**src/rtl/mux_serializer.sv**
```systemverilog
// Word-to-bitstream serializer that drives an external 32:1 mux.
// Latches a word, walks the mux select and emits one bit per valid/ready beat.
module mux_serializer #(
    parameter bit MSB_FIRST = 1'b0
) (
    input  logic        clk_i,
    input  logic        rst_i,
    input  logic        in_valid_i,
    output logic        in_ready_o,
    input  logic [31:0] in_data_i,
    input  logic [5:0]  in_len_i,
    output logic [31:0] mux_data_o,
    output logic [4:0]  mux_sel_o,
    input  logic        mux_out_i,
    output logic        ser_valid_o,
    input  logic        ser_ready_i,
    output logic        ser_bit_o,
    output logic        ser_last_o,
    output logic        busy_o
);

    typedef enum logic {
        S_IDLE = 1'b0,
        S_RUN  = 1'b1
    } state_t;

    localparam logic [4:0] IDX0 = MSB_FIRST ? 5'd31 : 5'd0;

    state_t      r_state;
    state_t      w_state_nxt;
    logic [31:0] r_data;
    logic [4:0]  r_idx;
    logic [5:0]  r_rem;
    logic        r_bit;
    logic        r_valid;
    logic        r_last;

    logic        w_idle;
    logic        w_run;
    logic        w_accept;
    logic        w_load;
    logic        w_hs;
    logic        w_done;
    logic [5:0]  w_len;

    assign w_idle   = (r_state == S_IDLE);
    assign w_run    = (r_state == S_RUN);
    assign w_accept = w_idle & in_valid_i & ~rst_i;
    assign w_hs     = r_valid & ser_ready_i;
    assign w_done   = w_run & w_hs & r_last;
    assign w_load   = w_run & (r_rem != 6'd0) & (~r_valid | ser_ready_i);

    // Zero and oversize lengths both mean a full 32-bit word.
    assign w_len = ((in_len_i == 6'd0) || (in_len_i > 6'd32)) ? 6'd32 : in_len_i;

    // State register.
    always_ff @(posedge clk_i) begin
        if (rst_i) begin
            r_state <= S_IDLE;
        end else begin
            r_state <= w_state_nxt;
        end
    end

    // Next-state: leave RUN only on the handshake of the final bit.
    always_comb begin
        w_state_nxt = r_state;
        case (r_state)
            S_IDLE:  if (w_accept) w_state_nxt = S_RUN;
            S_RUN:   if (w_done)   w_state_nxt = S_IDLE;
            default: w_state_nxt = S_IDLE;
        endcase
    end

    // Outputs decoded from state; ready is masked during reset.
    always_comb begin
        in_ready_o = w_idle & ~rst_i;
        busy_o     = w_run;
    end

    // Datapath: word latch, index walk and the registered serial stage.
    always_ff @(posedge clk_i) begin
        if (rst_i) begin
            r_data  <= 32'd0;
            r_idx   <= IDX0;
            r_rem   <= 6'd0;
            r_bit   <= 1'b0;
            r_valid <= 1'b0;
            r_last  <= 1'b0;
        end else begin
            if (w_accept) begin
                r_data <= in_data_i;
                r_rem  <= w_len;
                r_idx  <= IDX0;
            end
            if (w_load) begin
                r_bit   <= mux_out_i;
                r_valid <= 1'b1;
                r_last  <= (r_rem == 6'd1);
                r_rem   <= r_rem - 6'd1;
                // The final step is skipped so the index never wraps.
                if (r_rem != 6'd1) begin
                    r_idx <= MSB_FIRST ? r_idx - 5'd1 : r_idx + 5'd1;
                end
            end else if (w_hs) begin
                r_valid <= 1'b0;
                r_last  <= 1'b0;
            end
        end
    end

    assign mux_data_o  = r_data;
    assign mux_sel_o   = r_idx;
    assign ser_valid_o = r_valid;
    assign ser_bit_o   = r_bit;
    assign ser_last_o  = r_last;

endmodule
```
**config.mk**
```make
export PLATFORM = sky130hd
export DESIGN_NAME = mux_serializer
export DESIGN_NICKNAME = d
export VERILOG_FILES = /design/src/rtl/mux_serializer.sv
export SDC_FILE = /design/constraint.sdc
export NUM_CORES = 1
export LEC_CHECK = 0
export ABC_AREA = 1
export CAP_MARGIN = 20
export CORE_ASPECT_RATIO = 0.75
export CORE_MARGIN = 2
export CORE_UTILIZATION = 48
export CTS_BUF_LIST = sky130_fd_sc_hd__clkbuf_8
export DETAILED_ROUTE_END_ITERATION = 8
export PLACE_DENSITY_LB_ADDON = 0.25
export SYNTH_ARGS = -nofsm -noshare
export SYNTH_HDL_FRONTEND = slang
export SYNTH_SLANG_ARGS = --single-unit
```
**constraint.sdc**
```tcl
create_clock -name clk_i -period 3.15 [get_ports clk_i]
set_input_delay 0.4725 -clock clk_i [delete_from_list [all_inputs] [get_ports clk_i]]
set_output_delay 0.4725 -clock clk_i [all_outputs]
set_load 0.01 [all_outputs]
```
==> flow_metrics.env <==
export IMPL_drt_iter0_drc=107
export IMPL_fin_setup_tns_ps=0
export IMPL_path_common_cell="clkdlybuf4s50_1"
export IMPL_layout_commonest_cell="nand2_1"
export IMPL_routedWlPerCell_um=12.5
export IMPL_switchingPower_w=0.000491
export IMPL_pre_cts_slack_ps=790
export IMPL_gp_congestion=0.819
export IMPL_fmax_mhz=423
export IMPL_num_vias=2119
export IMPL_hold_path_class="register to register"
export IMPL_synth_yosys_warnings=0
export IMPL_end_kind="output port"
export IMPL_clock_sinks=47
export IMPL_p_sw_share_pct=31.5
export IMPL_synth_ff_type="dfxtp_1"
export IMPL_synthesis_area_um2=2130
export IMPL_clkPwrFrac_pct=26.0
export IMPL_postRouteWirelength_um=5330
export IMPL_fin_nets=417
export IMPL_combPwrFrac_pct=29.2
export IMPL_antenna_found_initial=0
export IMPL_grt_pass1_wl_um=8480
export IMPL_grt_pass1_vias=1869
export IMPL_synth_top_area_share_pct=44.2
export IMPL_cts_resized=0
export IMPL_coreArea_um2=4150
export IMPL_first_pass_iters=4
export IMPL_synth_seq_cells=47
export IMPL_cts_tree="done"
export IMPL_crit_path_start="rst_i"
export IMPL_power_density_nw_per_um2=511
export IMPL_postCtsSetupBuffers=0
export IMPL_ctsRootBufferMaster="clkbuf_8"
export IMPL_most_common_layout_cells="103 x nand2_1, 84 x clkdlybuf4s50_1, 53 x nand3_1"
export IMPL_postSynthCellCount=291
export IMPL_synth_yosys_seq_area_share_pct=44.2
export IMPL_finalCritPeriodShare_pct=75.1
export IMPL_ctsHoldBuffers=0
export IMPL_status="finished, final reports clean"
export IMPL_holdWs_ps=470
export IMPL_cp_max_fo=10
export IMPL_top_level_ports=85
export IMPL_worst_slack_ps=786
export IMPL_numCtsBuffers=5
export IMPL_numPortBuffers=84
export IMPL_overflow=0
export IMPL_worstPathArrival_ps=1890
export IMPL_finalMaxSlewViolations=0
export IMPL_worst_slew_pin_slew_ps=564
export IMPL_cp_slowest_cell="clkdlybuf4s50_1"
export IMPL_avgSynthCellArea_um2=7.31
export IMPL_hold_violations=0
export IMPL_die_area_um2=4990
export IMPL_setup_viol=0
export IMPL_slew_headroom_pct=62.4
export IMPL_fin_skew_ps=12.2
export IMPL_start_util_pct=51.2
export IMPL_die_h_um=61.7
export IMPL_post_route_drc_count=0
export IMPL_synth_edf_count=0
export IMPL_htreeDepth=2
export IMPL_maxCapViolCount=0
export IMPL_clk_path_buf_depth=2
export IMPL_synthToLayoutAreaGrowth_pct=43.2
export IMPL_clk_pin_slew_ps=80
export IMPL_drive_above_1_share_pct=6.18
export IMPL_crit_type="input pin to output port"
export IMPL_yosysUniqueCellTypes=25
export IMPL_die_w_um=80.9
export IMPL_min_from="mux_data_o[27]$_SDFFE_PP0P_"
export IMPL_sequentialPowerShare_pct=44.9
export IMPL_hpwl_um=3820
export IMPL_final_util_pct=73.3
export IMPL_via_per_inst=4.96
export IMPL_grt_max_degree=37
export IMPL_grt_setup_unrepaired="no"
export IMPL_worstPathRequired_ps=2680
export IMPL_track_usage_pct=22.7
export IMPL_irDropWorstVdd_uv=294
export IMPL_min_period_ps=2360
export IMPL_cp_start_kind="input pin"
export IMPL_critPathMaxStageDelay_ps=610
export IMPL_synth_area_top_cells="dfxtp_1 44%, nand2_1 18%, nand3_1 12%"
export IMPL_postSynth_asyncResetShare_pct=0
export IMPL_syn_nets=337
export IMPL_internal_power_w=0.00107
export IMPL_antenna_cells=0
export IMPL_leakage_nw=1.36
export IMPL_rows=20
export IMPL_clkLatencyLatePin_ps=310
export IMPL_yosysTopAreaCell="dfxtp_1"
export IMPL_drtAntennaViolNets=0
export IMPL_rr_startpoint="r_rem[0]$_SDFFE_PP0P_"
export IMPL_crit_chain="clkdlybuf4s50_1 > nor2_2 > clkdlybuf4s50_1"
synth_stat cells, types with 3 or more instances:
master	number
ha_1	3
buf_2	5
nor2_2	3
inv_1	22
nor2_1	16
a21oi_1	8
buf_6	5
nand4_1	3
o21ai_0	6
nand2_1	103
nand3_1	53
dfxtp_1	47
power groups by stage:
stage / registers [W] / clock network (W) / logic [W]
detailed placement: 0.000711 / 0 / 0.000454
floorplan: 0.000725 / 0 / 0.000266
CTS: 0.000699 / 0.000409 / 0.000456
global route: 0.000706 / 0.000444 / 0.000504
finish: 0.000699 / 0.000405 / 0.000454
global placement: 0.000709 / 0 / 0.000442
worst paths after layout:
check                                     end  cells after the start  slack [ps]
setup reg to reg        r_rem[5]$_SDFFE_PP0P_                      9        1460
hold / removal    mux_data_o[27]$_SDFFE_PP0P_                      2         470
setup / recovery                   in_ready_o                      3         790
hold reg to reg   mux_data_o[27]$_SDFFE_PP0P_                      2         470
worst max-delay path: cells and delay by family:
kind                   cells  cell delay [ps]
buffers and inverters      2             1170
and+or+nand+nor            1              240
metal layers:
layer  wire, µm  up-vias  GRT usage (%)
li1           -     1081              -
met1       2380      956           30.1
met2       2450       75           34.8
met3        419        7           6.89
met4         75        0           9.44
met5          0        -              0
registers in the layout (all words and copies together) (netlist names):
| register | count |
|---|---|
| r_rem | 6 |
| mux_sel_o | 5 |
| ser_bit_o | 1 |
| ser_valid_o | 1 |
| mux_data_o | 32 |
| ser_last_o | 1 |
| busy_o | 1 |
through the flow:
stage          cell area [µm²]  power, W  std cells
2_1_floorplan             2130  0.000991        291
3_3_place_gp              2940   0.00115        419
3_5_place_dp              2940   0.00117        419
4_1_cts                   3050   0.00156        427
5_1_grt                   3050   0.00165        427
6_report                  3050   0.00156        427
cells by family after synthesis:
logic type,count (synthesis),synth area share [%]
compound gates,14,3.29
fa+ha+maj,3,1.76
xor+xnor,3,1.24
flops,47,44.2
buf+inv,37,9.47
simple gates,187,40.0
area by class of cell:
type / instances / area, µm²
clock inverter: 1 / 7.51
sequential: 47 / 941
timing repair buffer: 86 / 856
multi-input combinational: 207 / 985
fill: 332 / 1110
inverter: 24 / 92.6
clock buffer: 7 / 96.3
tap: 55 / 68.8
Power figures use the tool's default switching activity.
